--- config.mk ---
export PLATFORM = sky130hd
export DESIGN_NAME = mac_tx
export DESIGN_NICKNAME = d
export VERILOG_FILES = /design/src/rtl/mac_pkg.sv /design/src/rtl/mac_tx_crc32_d8.sv /design/src/rtl/mac_tx.sv
export SDC_FILE = /design/constraint.sdc
export NUM_CORES = 1
export LEC_CHECK = 0
export BUFFER_PORTS_ARGS = -buffer_cell sky130_fd_sc_hd__buf_4
export CORE_UTILIZATION = 64
export CTS_CLUSTER_DIAMETER = 30
export DETAILED_ROUTE_END_ITERATION = 10
export PLACE_DENSITY_LB_ADDON = 0.1
export REMOVE_ABC_BUFFERS = 1
export SLEW_MARGIN = 20
export SYNTH_ARGS = -nofsm -noshare
export SYNTH_HDL_FRONTEND = slang
export SYNTH_HIERARCHICAL = 1
export SYNTH_SLANG_ARGS = --single-unit
--- constraint.sdc ---
create_clock -name i_clk -period 5.1 [get_ports i_clk]
set_input_delay 0.765 -clock i_clk [delete_from_list [all_inputs] [get_ports i_clk]]
set_output_delay 0.765 -clock i_clk [all_outputs]
set_load 0.02 [all_outputs]
--- src/rtl/mac_pkg.sv ---
// mac_pkg: shared constants, state encoding and CRC-32 byte helper for the
// Ethernet MAC transmitter (and its receiver counterpart).
package mac_pkg;

   localparam logic [7:0]  PREAMBLE_BYTE = 8'h55;
   localparam logic [7:0]  SFD_BYTE      = 8'hD5;
   localparam logic [5:0]  MIN_PAYLOAD   = 6'd46;
   localparam logic [31:0] CRC_POLY      = 32'h04C11DB7;
   localparam logic [31:0] CRC_INIT      = 32'hFFFF_FFFF;
   localparam logic [31:0] CRC_RESIDUE   = 32'hDEBB_20E3;

   typedef enum logic [3:0] {
      S_IDLE    = 4'd0,
      S_PRE     = 4'd1,
      S_DST     = 4'd2,
      S_SRC     = 4'd3,
      S_TYPE    = 4'd4,
      S_PAYLOAD = 4'd5,
      S_PAD     = 4'd6,
      S_FCS     = 4'd7,
      S_IFG     = 4'd8
   } state_t;

   // Bit-reverse a 32-bit word (Ethernet CRC runs LSB first).
   function automatic logic [31:0] reflect32(input logic [31:0] v);
      logic [31:0] r;
      r = 32'd0;
      for (int i = 0; i < 32; i++) begin
         r[i] = v[31-i];
      end
      return r;
   endfunction

   localparam logic [31:0] CRC_POLY_REFL = reflect32(CRC_POLY);

   // One byte of reflected CRC-32, data consumed LSB first.
   function automatic logic [31:0] crc32_byte(input logic [31:0] crc, input logic [7:0] data);
      logic [31:0] c;
      c = crc ^ {24'd0, data};
      for (int i = 0; i < 8; i++) begin
         c = c[0] ? ((c >> 1) ^ CRC_POLY_REFL) : (c >> 1);
      end
      return c;
   endfunction

endpackage

--- src/rtl/mac_tx_crc32_d8.sv ---
// crc32_d8: byte-wide CRC-32 register (IEEE 802.3, reflected).
// Ports:
//   i_clk, i_rst_n : clock, asynchronous active-low reset
//   i_init         : load CRC_INIT (has priority over i_en)
//   i_en           : fold i_data into the running CRC
//   i_data         : byte to fold in
//   o_crc          : raw running CRC register (no final XOR)
module crc32_d8
   import mac_pkg::*;
(
   input  logic        i_clk,
   input  logic        i_rst_n,
   input  logic        i_init,
   input  logic        i_en,
   input  logic [7:0]  i_data,
   output logic [31:0] o_crc
);

   logic [31:0] crc_d;
   logic [31:0] crc_q;

   // Next CRC value: init, update or hold.
   always_comb begin
      crc_d = crc_q;
      if (i_init) begin
         crc_d = CRC_INIT;
      end else if (i_en) begin
         crc_d = crc32_byte(crc_q, i_data);
      end else begin
         crc_d = crc_q;
      end
   end

   // CRC register.
   always_ff @(posedge i_clk or negedge i_rst_n) begin
      if (!i_rst_n) begin
         crc_q <= CRC_INIT;
      end else begin
         crc_q <= crc_d;
      end
   end

   assign o_crc = crc_q;

endmodule

--- src/rtl/mac_tx.sv ---
// mac_tx: Ethernet MAC transmitter. Wraps an upstream byte stream as
// preamble + SFD + dst + src + type + payload [+ pad] + FCS and drives GMII.
// Ports:
//   i_clk, i_rst_n                  : GMII TX clock, async active-low reset
//   i_target_mac/_valid             : runtime destination MAC load
//   i_source_mac/_valid             : runtime source MAC load
//   i_send_type                     : EtherType, sampled at frame start
//   i_send_data/_last/_valid        : payload stream from upper layer
//   o_send_ready                    : payload byte accepted on valid & ready
//   o_tx_underrun                   : 1-cycle pulse when payload valid drops early
//   o_GMII_data, o_GMII_valid       : GMII TXD / TX_EN
// Build option: define MAC_TX_PAD_EN to pad short payloads to 46 bytes.
module mac_tx
   import mac_pkg::*;
#(
   parameter logic [47:0] P_TARGET_MAC = 48'hFF_FF_FF_FF_FF_FF,
   parameter logic [47:0] P_SOURCE_MAC = 48'h00_0A_35_01_FE_C0,
   parameter int          P_IFG_CYCLES = 12
)(
   input  logic        i_clk,
   input  logic        i_rst_n,
   input  logic [47:0] i_target_mac,
   input  logic        i_target_mac_valid,
   input  logic [47:0] i_source_mac,
   input  logic        i_source_mac_valid,
   input  logic [15:0] i_send_type,
   input  logic [7:0]  i_send_data,
   input  logic        i_send_last,
   input  logic        i_send_valid,
   output logic        o_send_ready,
   output logic        o_tx_underrun,
   output logic [7:0]  o_GMII_data,
   output logic        o_GMII_valid
);

   localparam logic [7:0] IFG_LAST = 8'(P_IFG_CYCLES - 1);

   state_t       state_d, state_q;
   logic [7:0]   cnt_d, cnt_q;
   logic [111:0] hdr_d, hdr_q;        // {dst, src, type} shifted out MSB byte first
   logic         stomp_d, stomp_q;
   logic [47:0]  dst_d, dst_q;
   logic [47:0]  src_d, src_q;
   logic [7:0]   gmii_data_d, gmii_data_q;
   logic         gmii_valid_d, gmii_valid_q;
   logic         ready_d, ready_q;
   logic         underrun_d, underrun_q;
`ifdef MAC_TX_PAD_EN
   logic [5:0]   pay_cnt_d, pay_cnt_q;
`endif

   logic         crc_init_s;
   logic         crc_en_s;
   logic [7:0]   crc_data_s;
   logic [31:0]  crc_s;
   logic [31:0]  fcs_s;

   crc32_d8 u_crc (
      .i_clk   (i_clk),
      .i_rst_n (i_rst_n),
      .i_init  (crc_init_s),
      .i_en    (crc_en_s),
      .i_data  (crc_data_s),
      .o_crc   (crc_s)
   );

   // A stomped frame sends the raw register, i.e. the complement of the good FCS.
   assign fcs_s = stomp_q ? crc_s : ~crc_s;

   // Runtime MAC registers; a frame in flight uses its own latched copy in hdr_q.
   always_comb begin
      dst_d = i_target_mac_valid ? i_target_mac : dst_q;
      src_d = i_source_mac_valid ? i_source_mac : src_q;
   end

   // Next-state and registered-output logic. Each state computes the byte
   // that appears on GMII one cycle later.
   always_comb begin
      state_d      = state_q;
      cnt_d        = cnt_q;
      hdr_d        = hdr_q;
      stomp_d      = stomp_q;
      gmii_data_d  = 8'h00;
      gmii_valid_d = 1'b0;
      underrun_d   = 1'b0;
      crc_init_s   = 1'b0;
      crc_en_s     = 1'b0;
      crc_data_s   = 8'h00;
`ifdef MAC_TX_PAD_EN
      pay_cnt_d    = pay_cnt_q;
`endif
      case (state_q)
         S_IDLE: begin
            if (i_send_valid) begin
               // First preamble byte goes out directly so it lands on GMII next cycle.
               state_d      = S_PRE;
               cnt_d        = 8'd1;
               hdr_d        = {dst_q, src_q, i_send_type};
               stomp_d      = 1'b0;
               gmii_data_d  = PREAMBLE_BYTE;
               gmii_valid_d = 1'b1;
`ifdef MAC_TX_PAD_EN
               pay_cnt_d    = 6'd0;
`endif
            end else begin
               state_d = S_IDLE;
            end
         end
         S_PRE: begin
            gmii_valid_d = 1'b1;
            if (cnt_q == 8'd7) begin
               gmii_data_d = SFD_BYTE;
               crc_init_s  = 1'b1;
               state_d     = S_DST;
               cnt_d       = 8'd0;
            end else begin
               gmii_data_d = PREAMBLE_BYTE;
               cnt_d       = cnt_q + 8'd1;
            end
         end
         S_DST, S_SRC, S_TYPE: begin
            gmii_valid_d = 1'b1;
            gmii_data_d  = hdr_q[111:104];
            crc_en_s     = 1'b1;
            crc_data_s   = hdr_q[111:104];
            hdr_d        = {hdr_q[103:0], 8'h00};
            if ((state_q == S_DST) && (cnt_q == 8'd5)) begin
               state_d = S_SRC;
               cnt_d   = 8'd0;
            end else if ((state_q == S_SRC) && (cnt_q == 8'd5)) begin
               state_d = S_TYPE;
               cnt_d   = 8'd0;
            end else if ((state_q == S_TYPE) && (cnt_q == 8'd1)) begin
               state_d = S_PAYLOAD;
               cnt_d   = 8'd0;
            end else begin
               cnt_d   = cnt_q + 8'd1;
            end
         end
         S_PAYLOAD: begin
            gmii_valid_d = 1'b1;
            if (i_send_valid) begin
               gmii_data_d = i_send_data;
               crc_en_s    = 1'b1;
               crc_data_s  = i_send_data;
`ifdef MAC_TX_PAD_EN
               pay_cnt_d   = (pay_cnt_q == MIN_PAYLOAD) ? pay_cnt_q : (pay_cnt_q + 6'd1);
`endif
               if (i_send_last) begin
                  cnt_d = 8'd0;
`ifdef MAC_TX_PAD_EN
                  if (pay_cnt_q < (MIN_PAYLOAD - 6'd1)) begin
                     state_d = S_PAD;
                  end else begin
                     state_d = S_FCS;
                  end
`else
                  state_d = S_FCS;
`endif
               end else begin
                  state_d = S_PAYLOAD;
               end
            end else begin
               // Underrun: no byte to send, so FCS byte 0 (stomped) fills this slot
               // to keep TX_EN continuous.
               underrun_d  = 1'b1;
               stomp_d     = 1'b1;
               gmii_data_d = crc_s[7:0];
               state_d     = S_FCS;
               cnt_d       = 8'd1;
            end
         end
`ifdef MAC_TX_PAD_EN
         S_PAD: begin
            gmii_valid_d = 1'b1;
            gmii_data_d  = 8'h00;
            crc_en_s     = 1'b1;
            crc_data_s   = 8'h00;
            pay_cnt_d    = pay_cnt_q + 6'd1;
            if (pay_cnt_q == (MIN_PAYLOAD - 6'd1)) begin
               state_d = S_FCS;
               cnt_d   = 8'd0;
            end else begin
               state_d = S_PAD;
            end
         end
`endif
         S_FCS: begin
            gmii_valid_d = 1'b1;
            case (cnt_q[1:0])
               2'd0:    gmii_data_d = fcs_s[7:0];
               2'd1:    gmii_data_d = fcs_s[15:8];
               2'd2:    gmii_data_d = fcs_s[23:16];
               2'd3:    gmii_data_d = fcs_s[31:24];
               default: gmii_data_d = 8'h00;
            endcase
            if (cnt_q == 8'd3) begin
               state_d = S_IFG;
               cnt_d   = 8'd0;
            end else begin
               cnt_d   = cnt_q + 8'd1;
            end
         end
         S_IFG: begin
            if (cnt_q == IFG_LAST) begin
               state_d = S_IDLE;
               cnt_d   = 8'd0;
            end else begin
               cnt_d   = cnt_q + 8'd1;
            end
         end
         default: begin
            state_d = S_IDLE;
            cnt_d   = 8'd0;
         end
      endcase
      ready_d = (state_d == S_PAYLOAD);
   end

   // State, datapath and output registers.
   always_ff @(posedge i_clk or negedge i_rst_n) begin
      if (!i_rst_n) begin
         state_q      <= S_IDLE;
         cnt_q        <= 8'd0;
         hdr_q        <= 112'd0;
         stomp_q      <= 1'b0;
         dst_q        <= P_TARGET_MAC;
         src_q        <= P_SOURCE_MAC;
         gmii_data_q  <= 8'h00;
         gmii_valid_q <= 1'b0;
         ready_q      <= 1'b0;
         underrun_q   <= 1'b0;
`ifdef MAC_TX_PAD_EN
         pay_cnt_q    <= 6'd0;
`endif
      end else begin
         state_q      <= state_d;
         cnt_q        <= cnt_d;
         hdr_q        <= hdr_d;
         stomp_q      <= stomp_d;
         dst_q        <= dst_d;
         src_q        <= src_d;
         gmii_data_q  <= gmii_data_d;
         gmii_valid_q <= gmii_valid_d;
         ready_q      <= ready_d;
         underrun_q   <= underrun_d;
`ifdef MAC_TX_PAD_EN
         pay_cnt_q    <= pay_cnt_d;
`endif
      end
   end

   assign o_send_ready  = ready_q;
   assign o_tx_underrun = underrun_q;
   assign o_GMII_data   = gmii_data_q;
   assign o_GMII_valid  = gmii_valid_q;

endmodule
==> flow_metrics.env <==
export IMPL_drc=0
export IMPL_cpPeakStageDelay_ns=0.68
export IMPL_fillers=1215
export IMPL_register_area_sq_um=6730
export IMPL_grt_pass1_wl_microns=45700
export IMPL_p_sw_share_pct=36.8
export IMPL_wirelength_microns=27900
export IMPL_row_count=51
export IMPL_clkPwrFrac_pct=25.1
export IMPL_path_cells="nor3b_1 -> o21a_4 -> buf_4 -> buf_4 -> mux2i_1 -> o21ai_0"
export IMPL_path_max_fanout=45
export IMPL_cts_setup_buffers=0
export IMPL_synth_most_common_cell="dfrtp_1"
export IMPL_start_kind="register"
export IMPL_htree_levels=2
export IMPL_core_area_sq_um=19500
export IMPL_avgSynthCellArea_sq_um=11.5
export IMPL_dieWidth_microns=143
export IMPL_synthDistinctLibCells=60
export IMPL_p_per_area_nw_per_um2=827
export IMPL_dr_pass1_iters=5
export IMPL_synth_top_area_share_pct=32.9
export IMPL_synth_ff_type="dfrtp_1"
export IMPL_ir_drop_mv=0.660
export IMPL_finalSetupViolations=0
export IMPL_multi_input_area_sq_um=5730
export IMPL_cts_buffers=48
export IMPL_min_period_over_period_pct=70.6
export IMPL_ant_nets=0
export IMPL_status="finished clean"
export IMPL_p_sw_mw=4.75
export IMPL_via_per_inst=5.73
export IMPL_ys_async_sr_fraction_pct=100
export IMPL_io_buffers=136
export IMPL_cts_tree="done"
export IMPL_synthTopCellsByArea="dfrtp_1, dfstp_2, mux2_2"
export IMPL_maxSlewViolCount=0
export IMPL_pwr_share_comb_pct=47.2
export IMPL_end_kind="register"
export IMPL_cts_hold_buf=0
export IMPL_dp_hpwl_microns=17400
export IMPL_cts_buffer_depth=3
export IMPL_worstMarginPinSlew_ns=1.05
export IMPL_antenna_found_initial=0
export IMPL_drive_gt1_share_pct=36.8
export IMPL_synth_commonest_cells="dfrtp_1, nand2_1, o21ai_0, mux2i_1, mux2_2"
export IMPL_ff2ff_setup_slack_ns=1.50
export IMPL_cts_clk_slew_worst_paths_ns=0.05
export IMPL_fin_crit_ns=3.60
export IMPL_maxCapViolCount=0
export IMPL_ios=137
export IMPL_fp_dieArea_sq_um=20600
export IMPL_grt_max_degree=217
export IMPL_synth_edf_count=0
export IMPL_slew_headroom_pct=28.8
export IMPL_cts_root_buf="clkbuf_16"
export IMPL_cp_common_cell="buf_4"
export IMPL_syn_to_final_growth_pct=22.2
export IMPL_max_freq_ghz=0.278
export IMPL_yosysTopAreaCell="dfrtp_1"
export IMPL_synth_seq_cells=264
export IMPL_yosysWarnings=6
export IMPL_rsz0062_at_grt="false"
export IMPL_arrival_ns=3.96
export IMPL_overflow=0
export IMPL_syn_cell_area_sq_um=12800
export IMPL_critPathKind="register to register"
export IMPL_grt_usage_pct=28.6
export IMPL_slowest_stage="o21a_4"
export IMPL_clock_sinks=264
export IMPL_hold_viol=0
export IMPL_synth_cells=1114
export IMPL_cts_resized_gates=0
export IMPL_fin_skew_ns=0.0107
export IMPL_grt_pass1_vias=9005
export IMPL_initial_utilization_pct=65.5
export IMPL_drtIter0Drc=578
export IMPL_internal_power_mw=8.18
export IMPL_ys_seq_area_share_pct=52.6
export IMPL_cp_required_ns=5.46
export IMPL_post_drt_wl_per_cell_microns=18.2
export IMPL_setup_tns_ns=0
export IMPL_diodes=0
export IMPL_p_leak_nw=7.20
export IMPL_clk_latency_ns=0.53
export IMPL_nets=1364
export IMPL_place_gp_congestion=0.922
export IMPL_seq_power_share_pct=27.8
export IMPL_hold_path_class="primary input to async pin"
export IMPL_die_h_microns=143
export IMPL_routed_via_count=8812
export IMPL_total_power_mw=12.9
-- layer usage --
layer | wire, microns | track usage (%) | vias to the layer above | share of wire (%)
met5 | 0 | 0 | - | 0
met4 | 651 | 8.73 | 0 | 2.3
met3 | 1920 | 6.96 | 58 | 6.9
met2 | 13600 | 47.0 | 268 | 49
met1 | 11800 | 37.7 | 4300 | 42
li1 | - | - | 4186 | -
-- metrics by stage --
step	worst slack (ns)	instances	hold slack (ns)	utilization (%)	instance area [sq um]
after floorplan	-2.73	1038	0.450	-	12500
after global placement	1.62	1449	0.461	71.4	13900
after detailed placement	1.50	1449	0.470	71.4	13900
after CTS	1.46	1538	0.375	80.1	15600
after global routing	1.23	1538	0.417	80.1	15600
final	1.50	1538	0.330	80.1	15600
-- cell usage in the layout, fill, tap and decap left out, drive strengths merged, types with 4 or more instances in the layout --
cell | synthesis | routed
a211o | 7 | 7
a21o | 4 | 4
a21oi | 37 | 37
a221o | 15 | 15
a22o | 15 | 15
and2 | 6 | 6
and3 | 4 | 4
buf | 31 | 146
bufinv | 0 | 6
clkbuf | 45 | 62
clkinv | 0 | 11
clkinvlp | 0 | 6
dfrtp | 168 | 168
dfstp | 96 | 96
ha | 4 | 4
inv | 9 | 13
mux2 | 98 | 98
mux2i | 107 | 107
nand2 | 132 | 132
nand2b | 6 | 6
nand3 | 5 | 5
nor2 | 32 | 32
nor2b | 10 | 10
nor3 | 14 | 14
o21ai | 122 | 122
o221ai | 6 | 6
o31ai | 5 | 5
o32ai | 4 | 4
or2 | 16 | 16
xnor2 | 55 | 55
xor2 | 25 | 25
-- critical path, delay by kind of cell (launching register included) --
family	cells	cell delay [ns]
AOI/OAI and AO/OA	2	0.79
and+or+nand+nor	1	0.36
muxes	1	0.27
buffers and inverters	2	1.29
DFF	1	0.66
-- state kept, by name, summed over array words and instances (netlist names) --
signal / count
cnt_q: 8
src_q: 48
o_send_ready: 1
hdr_q: 112
u_crc/o_crc: 32
o_tx_underrun: 1
state_q: 4
stomp_q: 1
dst_q: 48
o_GMII_valid: 1
o_GMII_data: 8
-- logic make-up (layout without fill, tap and decap cells) --
logic type	after synthesis	after routing	synth area share, %
AND/OR/NAND/NOR	235	235	8.44
AO/OA/AOI/OAI	239	239	11.9
flip-flops	264	264	52.6
adder cells (fa/ha/maj)	4	4	0.391
buffers and inverters	85	244	2.75
multiplexers	205	205	17.0
XOR/XNOR	82	82	6.94
-- area by class of cell --
| class | count | share of cell area, % |
|---|---|---|
| inverter | 9 | 0.216 |
| clock inverter | 27 | 2.14 |
| sequential | 264 | 43.0 |
| tap | 265 | 2.12 |
| timing repair buffer | 146 | 7.14 |
| multi-input combinational | 765 | 36.7 |
| clock buffer | 62 | 8.68 |
-- final timing paths --
| check | start | end | depth (start not counted) |
|---|---|---|---|
| max in group asynchronous | i_rst_n | hdr_q[22] | 2 |
| worst max register to register | state_q[2] | hdr_q[18] | 6 |
| worst min register to register | hdr_q[11] | hdr_q[11] | 2 |
| worst min-delay path | i_rst_n | hdr_q[86] | 1 |
| worst max-delay path | state_q[2] | hdr_q[18] | 6 |
| min in group i_clk | i_send_type[3] | hdr_q[3] | 2 |
-- power groups by stage --
stage | Clock (mW) | Sequential, mW | Combinational, mW
after floorplan | 0 | 3.50 | 5.00
after global placement | 0 | 3.57 | 5.82
after detailed placement | 0 | 3.59 | 5.96
after CTS | 3.29 | 3.59 | 6.10
after global routing | 3.39 | 3.67 | 6.65
final | 3.24 | 3.59 | 6.10
(Power assumes the default switching activity.)
